===== config.mk =====
export PLATFORM = sky130hd
export DESIGN_NAME = fence_responder_flat
export DESIGN_NICKNAME = d
export VERILOG_FILES = /design/src/rtl/fence_responder_if.sv /design/src/rtl/fence_responder.sv /design/src/flat_wrapper.sv
export SDC_FILE = /design/constraint.sdc
export NUM_CORES = 1
export LEC_CHECK = 0
export CAP_MARGIN = 5
export CORE_UTILIZATION = 43
export DETAILED_ROUTE_END_ITERATION = 8
export HOLD_SLACK_MARGIN = 0.03
export PLACE_DENSITY = 0.83
export SLEW_MARGIN = 10
export SYNTH_ARGS = -nofsm -noshare
export SYNTH_HDL_FRONTEND = slang
export SYNTH_SLANG_ARGS = --single-unit

===== constraint.sdc =====
create_clock -name clk -period 1.68 [get_ports clk]
set_input_delay 0.336 -clock clk [delete_from_list [all_inputs] [get_ports clk]]
set_output_delay 0.336 -clock clk [all_outputs]
set_load 0.1 [all_outputs]

===== src/rtl/fence_responder_if.sv =====
// Fence bus bundle: backend sfence.vma / fence.i requests and the memory-side
// TLB and ICache flush handshakes, plus the responder busy flag.
interface fence_responder_if #(
  parameter int VADDR_SIZE = 39,
  parameter int ASID_W     = 16,
  parameter int TLB_NUM    = 3
);
  logic                  mmu_flush;
  logic                  mmu_flush_all;
  logic [VADDR_SIZE-1:0] vma_vaddr;
  logic [ASID_W-1:0]     vma_asid;
  logic                  mmu_flush_end;
  logic                  inst_flush;
  logic                  inst_flush_end;
  logic [TLB_NUM-1:0]    tlb_flush_valid;
  logic [TLB_NUM-1:0]    tlb_flush_ack;
  logic                  tlb_flush_all;
  logic [VADDR_SIZE-1:0] tlb_flush_vaddr;
  logic [ASID_W-1:0]     tlb_flush_asid;
  logic                  icache_flush_req;
  logic                  icache_flush_done;
  logic                  busy;

  // Responder view.
  modport slave (
    input  mmu_flush, mmu_flush_all, vma_vaddr, vma_asid, inst_flush,
           tlb_flush_ack, icache_flush_done,
    output mmu_flush_end, inst_flush_end, tlb_flush_valid, tlb_flush_all,
           tlb_flush_vaddr, tlb_flush_asid, icache_flush_req, busy
  );

  // Backend plus memory-side view.
  modport master (
    output mmu_flush, mmu_flush_all, vma_vaddr, vma_asid, inst_flush,
           tlb_flush_ack, icache_flush_done,
    input  mmu_flush_end, inst_flush_end, tlb_flush_valid, tlb_flush_all,
           tlb_flush_vaddr, tlb_flush_asid, icache_flush_req, busy
  );
endinterface


===== src/rtl/fence_responder.sv =====
// Fence responder: fans sfence.vma out to the TLBs and fence.i to the ICache,
// collects acknowledgements and returns one-cycle completion pulses.
module fence_responder #(
  parameter int VADDR_SIZE = 39,
  parameter int ASID_W     = 16,
  parameter int TLB_NUM    = 3
) (
  input  logic             clk,
  input  logic             rst,
  fence_responder_if.slave bus
);

  typedef enum logic [2:0] {
    IDLE,
    MMU_WAIT,
    MMU_END,
    IC_WAIT,
    IC_END
  } state_e;

  state_e                state_q,      state_d;
  logic [TLB_NUM-1:0]    valid_q,      valid_d;
  logic                  bc_all_q,     bc_all_d;
  logic [VADDR_SIZE-1:0] bc_vaddr_q,   bc_vaddr_d;
  logic [ASID_W-1:0]     bc_asid_q,    bc_asid_d;
  logic                  mmu_pend_q,   mmu_pend_d;
  logic                  pend_all_q,   pend_all_d;
  logic [VADDR_SIZE-1:0] pend_vaddr_q, pend_vaddr_d;
  logic [ASID_W-1:0]     pend_asid_q,  pend_asid_d;
  logic                  ic_pend_q,    ic_pend_d;
  logic                  ic_req_q,     ic_req_d;
  logic                  mmu_end_q,    mmu_end_d;
  logic                  ic_end_q,     ic_end_d;
  logic                  busy_q,       busy_d;

  logic mmu_cand;
  logic ic_direct;

  // MMU work always wins IDLE; fence.i is served directly only when none is present.
  assign mmu_cand  = bus.mmu_flush | mmu_pend_q;
  assign ic_direct = (state_q == IDLE) && !mmu_cand;

  always_comb begin
    // NOTE: every next-state signal gets a default first so no path leaves it
    // unassigned, which is what keeps this block free of inferred latches.
    state_d      = state_q;
    valid_d      = valid_q;
    bc_all_d     = bc_all_q;
    bc_vaddr_d   = bc_vaddr_q;
    bc_asid_d    = bc_asid_q;
    mmu_pend_d   = mmu_pend_q;
    pend_all_d   = pend_all_q;
    pend_vaddr_d = pend_vaddr_q;
    pend_asid_d  = pend_asid_q;
    ic_pend_d    = ic_pend_q;
    ic_req_d     = ic_req_q;
    mmu_end_d    = 1'b0;
    ic_end_d     = 1'b0;

    unique case (state_q)
      IDLE: begin
        if (bus.mmu_flush) begin
          // A live request is broadcast as-is; any pending op stays queued.
          bc_all_d   = bus.mmu_flush_all;
          bc_vaddr_d = bus.vma_vaddr;
          bc_asid_d  = bus.vma_asid;
          valid_d    = '1;
          state_d    = MMU_WAIT;
        end else if (mmu_pend_q) begin
          bc_all_d   = pend_all_q;
          bc_vaddr_d = pend_vaddr_q;
          bc_asid_d  = pend_asid_q;
          mmu_pend_d = 1'b0;
          valid_d    = '1;
          state_d    = MMU_WAIT;
        end else if (bus.inst_flush || ic_pend_q) begin
          ic_pend_d = 1'b0;
          ic_req_d  = 1'b1;
          state_d   = IC_WAIT;
        end
      end
      MMU_WAIT: begin
        valid_d = valid_q & ~bus.tlb_flush_ack;
        if (valid_d == '0) begin
          mmu_end_d = 1'b1;
          state_d   = MMU_END;
        end
      end
      MMU_END: state_d = IDLE;
      IC_WAIT: begin
        if (bus.icache_flush_done) begin
          ic_req_d = 1'b0;
          ic_end_d = 1'b1;
          state_d  = IC_END;
        end
      end
      IC_END:  state_d = IDLE;
      default: state_d = IDLE;
    endcase

    // A second differing request while one is already queued degrades the
    // queued op to flush-all so neither target is lost.
    if (bus.mmu_flush && (state_q != IDLE)) begin
      mmu_pend_d = 1'b1;
      if (!mmu_pend_q) begin
        pend_all_d   = bus.mmu_flush_all;
        pend_vaddr_d = bus.vma_vaddr;
        pend_asid_d  = bus.vma_asid;
      end else begin
        pend_all_d = pend_all_q | bus.mmu_flush_all |
                     (bus.vma_vaddr != pend_vaddr_q) |
                     (bus.vma_asid != pend_asid_q);
      end
    end

    if (bus.inst_flush && !ic_direct) begin
      ic_pend_d = 1'b1;
    end

    busy_d = (state_d != IDLE) | mmu_pend_d | ic_pend_d;
  end

  always_ff @(posedge clk) begin
    // NOTE: state registers use non-blocking assignments so every register
    // samples the pre-edge values regardless of statement order.
    if (rst) begin
      state_q      <= IDLE;
      valid_q      <= '0;
      bc_all_q     <= 1'b0;
      bc_vaddr_q   <= '0;
      bc_asid_q    <= '0;
      mmu_pend_q   <= 1'b0;
      pend_all_q   <= 1'b0;
      pend_vaddr_q <= '0;
      pend_asid_q  <= '0;
      ic_pend_q    <= 1'b0;
      ic_req_q     <= 1'b0;
      mmu_end_q    <= 1'b0;
      ic_end_q     <= 1'b0;
      busy_q       <= 1'b0;
    end else begin
      state_q      <= state_d;
      valid_q      <= valid_d;
      bc_all_q     <= bc_all_d;
      bc_vaddr_q   <= bc_vaddr_d;
      bc_asid_q    <= bc_asid_d;
      mmu_pend_q   <= mmu_pend_d;
      pend_all_q   <= pend_all_d;
      pend_vaddr_q <= pend_vaddr_d;
      pend_asid_q  <= pend_asid_d;
      ic_pend_q    <= ic_pend_d;
      ic_req_q     <= ic_req_d;
      mmu_end_q    <= mmu_end_d;
      ic_end_q     <= ic_end_d;
      busy_q       <= busy_d;
    end
  end

  assign bus.tlb_flush_valid  = valid_q;
  assign bus.tlb_flush_all    = bc_all_q;
  assign bus.tlb_flush_vaddr  = bc_vaddr_q;
  assign bus.tlb_flush_asid   = bc_asid_q;
  assign bus.icache_flush_req = ic_req_q;
  assign bus.mmu_flush_end    = mmu_end_q;
  assign bus.inst_flush_end   = ic_end_q;
  assign bus.busy             = busy_q;

endmodule


===== src/flat_wrapper.sv =====
// flat-port wrapper written by rule: the top's interface ports become plain ports
module fence_responder_flat 
#(
  parameter int VADDR_SIZE = 39,
  parameter int ASID_W     = 16,
  parameter int TLB_NUM    = 3
)
  (clk, rst, bus_mmu_flush, bus_mmu_flush_all, bus_vma_vaddr, bus_vma_asid, bus_inst_flush, bus_tlb_flush_ack, bus_icache_flush_done, bus_mmu_flush_end, bus_inst_flush_end, bus_tlb_flush_valid, bus_tlb_flush_all, bus_tlb_flush_vaddr, bus_tlb_flush_asid, bus_icache_flush_req, bus_busy);
  fence_responder_if #(.VADDR_SIZE(VADDR_SIZE), .ASID_W(ASID_W), .TLB_NUM(TLB_NUM)) bus_i ();
  input  logic clk;
  input  logic rst;
  input wire logic [$bits(bus_i.mmu_flush)-1:0] bus_mmu_flush;
  input wire logic [$bits(bus_i.mmu_flush_all)-1:0] bus_mmu_flush_all;
  input wire logic [$bits(bus_i.vma_vaddr)-1:0] bus_vma_vaddr;
  input wire logic [$bits(bus_i.vma_asid)-1:0] bus_vma_asid;
  input wire logic [$bits(bus_i.inst_flush)-1:0] bus_inst_flush;
  input wire logic [$bits(bus_i.tlb_flush_ack)-1:0] bus_tlb_flush_ack;
  input wire logic [$bits(bus_i.icache_flush_done)-1:0] bus_icache_flush_done;
  output wire logic [$bits(bus_i.mmu_flush_end)-1:0] bus_mmu_flush_end;
  output wire logic [$bits(bus_i.inst_flush_end)-1:0] bus_inst_flush_end;
  output wire logic [$bits(bus_i.tlb_flush_valid)-1:0] bus_tlb_flush_valid;
  output wire logic [$bits(bus_i.tlb_flush_all)-1:0] bus_tlb_flush_all;
  output wire logic [$bits(bus_i.tlb_flush_vaddr)-1:0] bus_tlb_flush_vaddr;
  output wire logic [$bits(bus_i.tlb_flush_asid)-1:0] bus_tlb_flush_asid;
  output wire logic [$bits(bus_i.icache_flush_req)-1:0] bus_icache_flush_req;
  output wire logic [$bits(bus_i.busy)-1:0] bus_busy;
  assign bus_i.mmu_flush = bus_mmu_flush;
  assign bus_i.mmu_flush_all = bus_mmu_flush_all;
  assign bus_i.vma_vaddr = bus_vma_vaddr;
  assign bus_i.vma_asid = bus_vma_asid;
  assign bus_i.inst_flush = bus_inst_flush;
  assign bus_i.tlb_flush_ack = bus_tlb_flush_ack;
  assign bus_i.icache_flush_done = bus_icache_flush_done;
  assign bus_mmu_flush_end = bus_i.mmu_flush_end;
  assign bus_inst_flush_end = bus_i.inst_flush_end;
  assign bus_tlb_flush_valid = bus_i.tlb_flush_valid;
  assign bus_tlb_flush_all = bus_i.tlb_flush_all;
  assign bus_tlb_flush_vaddr = bus_i.tlb_flush_vaddr;
  assign bus_tlb_flush_asid = bus_i.tlb_flush_asid;
  assign bus_icache_flush_req = bus_i.icache_flush_req;
  assign bus_busy = bus_i.busy;
  fence_responder #(.VADDR_SIZE(VADDR_SIZE), .ASID_W(ASID_W), .TLB_NUM(TLB_NUM)) u_core (.clk(clk), .rst(rst), .bus(bus_i));
endmodule

==> run metrics <==
fraction of layout cells with a size suffix above 1=0.276; DIE WIDTH=115 um; Hold WC Path Type=in -> reg; P_leak=3.71 nW; CP max stage cell=or3_4; Post-Syn Area per Cell=8.65 um2; hpwl dp=11,100 um; Netlist cell types=30; Post-Route WL=21,100 um; detailed-router iteration count before antenna repair=5; placed inst area=7830 um2; RSZ-0062 raised after global routing=true; DR vias/cell=5.97; violated checks=negative setup slack; Synth Cell Area=5480 um2; #FFs+latches synth=124; Hold Path Origin=bus_vma_vaddr[34]; Area Overhead vs Synth=66.7%; GRT Total Usage=0.267; clock sinks=124; Worst-Skew Late Latency=0.42 ns; Pwr per Cell Area=1500 nW/um2; post-route cell area=9130 um2; CP startpoint kind=flip-flop; Overall Power=13.7 mW; status=finished, violations left; Crit. Startpoint=u_core.state_q[2]; dominant cells by area after synthesis=dfxtp_1 (45%), mux2i_1 (10%), xor2_1 (8.5%); Crit. End Element=flip-flop; CTS tree=done; largest net degree at the start of global routing=43; f_max=534 MHz; number of remaining DRC errors=0; worst setup margin=-0.192 ns; most frequent cells in the layout=dfxtp_1 (120), nand2_1 (114), nor2_1 (71), buf_12 (71), clkdlybuf4s50_1 (59); Final GP Congestion=0.839; vias in the first global route=5,306; first-pass GRT wire length=26,800 um; post-synthesis sequential area ratio=0.453; IO Count=127; post-route insts no fill=981; Worst Tran Pin Value=0.545 ns; Min Hold Slack=0.240 ns; period utilization=1.11; DR WL/cell=21.5 um; # placed instances=927; CP peak stage delay=0.40 ns; Gate Count Post-Synth=633; clk root buf=clkbuf_16; die height=115 um; Top delay family on crit path=simple AND/OR/NAND/NOR gates; Util after Layout=0.747; clk slew on worst S/H paths=0.06 ns; Fill cells=703; met2 usage=0.466; die area=13,200 um2; row count=40; ys flop type=dfxtp_1; M3 GR Usage=0.0717; Core ar.=12,200 um2; commonest non-fill, non-tap cell in the layout=dfxtp_1; Worst R2R Start=u_core.state_q[2]; initial antenna violation count=1; clock skew=0.0104 ns; final setup violation count=112; Max rail drop VDD=0.761 mV; Post-synth EDFFs=0; critical path peak fanout=5; leading area contributor after synthesis=dfxtp_1; Hold Vio Cnt, Final=0; Synth Warn #=0; MaxCap Viol Count=0; Max Buffers Root-to-Sink=2; CTS buffer count=17; Tmin final=1.87 ns; post-synth top area share=0.453; number of H-tree levels=4; CP required=1.98 ns; Global Route met1 Usage=0.295; R2R depth=7; Post-Route Setup TNS=-6.33 ns; Mapped Nets=697; Worst Path Arrival=2.17 ns; Final Net Count=863; fin. max-slew vios=0; CP Depth=7; Initial Utilization=0.448; Starting DRT DRC Count=629; Setup Crit Path Kind=reg -> reg; Port Buf Inserts=126; async set or reset register ratio after synthesis=0; Buf/Inv on CP=3; hold_buf cts=0; Cell Chain, Critical Path=or3_4, buf_4, nor2_4, clkbuf_16, buf_6, nor2_1, a211oi_1; gr busiest metal=met2; worst slack at placement=-0.428 ns; max_slew headroom=0.637; GRT overflow=0; Routed Antenna Nets=0; Worst Hold Depth=3; DR vias=5,857
## state kept, by name, summed over array words and instances (netlist names)
register	count
u_core.bus.busy	1
u_core.bus.icache_flush_req	1
u_core.bus.inst_flush_end	1
u_core.bus.mmu_flush_end	1
u_core.bus.tlb_flush_all	1
u_core.bus.tlb_flush_asid	16
u_core.bus.tlb_flush_vaddr	39
u_core.bus.tlb_flush_valid	3
u_core.ic_pend_q	1
u_core.mmu_pend_q	1
u_core.pend_all_q	1
u_core.pend_asid_q	16
u_core.pend_vaddr_q	39
u_core.state_q	3
## final timing paths
kind,end,slack (ns)
min reg2reg,u_core.pend_vaddr_q[34],0.48
max,u_core.bus.tlb_flush_vaddr[5],-0.19
max reg2reg,u_core.bus.tlb_flush_vaddr[5],-0.19
min,u_core.pend_vaddr_q[34],0.24
## power by group
part | internal [mW] | total (mW) | switching (mW)
combinational | 2.45 | 6.24 | 3.78
sequential | 3.40 | 3.90 | 0.502
clock | 2.29 | 3.58 | 1.29
total | 8.14 | 13.7 | 5.58
## synthesized netlist by cell type, drive strengths merged (8+ instances only)
cell type,number
nor3,8
buf,24
nor4,19
nor2,73
dfxtp,124
nand2,115
clkbuf,23
a211oi,56
a21oi,57
xor2,53
mux2i,56
## cell type report
class                      count  area [um2]  area share
multi-input combinational    461        3050       0.334
timing repair buffer         194        2800       0.307
sequential                   124        2490       0.273
clock buffer                  25         485      0.0532
tap                          168         210      0.0230
clock inverter                 7        87.6     0.00960
inverter                       1        3.75    0.000411
antenna                        1        2.50    0.000274
## tightest hold or removal path, cell delays in order
cell and delay, ns:
dlymetal6s2s_1 0.16, nand2_1 0.07, a21oi_1 0.05
## logic make-up (layout without fill, tap and decap cells)
family	Yosys count	count (layout)	share of synthesized area
multiplexers	56	56	0.102
XOR/XNOR	55	55	0.0880
flip-flops	124	124	0.453
AO/OA/AOI/OAI	119	119	0.138
adder cells (fa/ha/maj)	1	1	0.00206
buffers and inverters	48	227	0.0404
other	0	1	0
AND/OR/NAND/NOR	230	230	0.176
## metal layers
layer  share of wire  routed length [um]  up-vias
met5               0                   0        -
met3           0.079                1660      103
met1            0.36                7580     2847
li1                -                   -     2540
met4           0.059                1240        0
met2            0.50               10600      367
## what timing repair did
| action | in CTS | in global routing |
|---|---|---|
| gates cloned | 3 | 11 |
| setup endpoints to repair | 113 | 113 |
| resized for setup | 15 | 56 |
| pin swaps | 3 | 29 |
| setup buffers | 3 | 4 |
(Power assumes the default switching activity.)
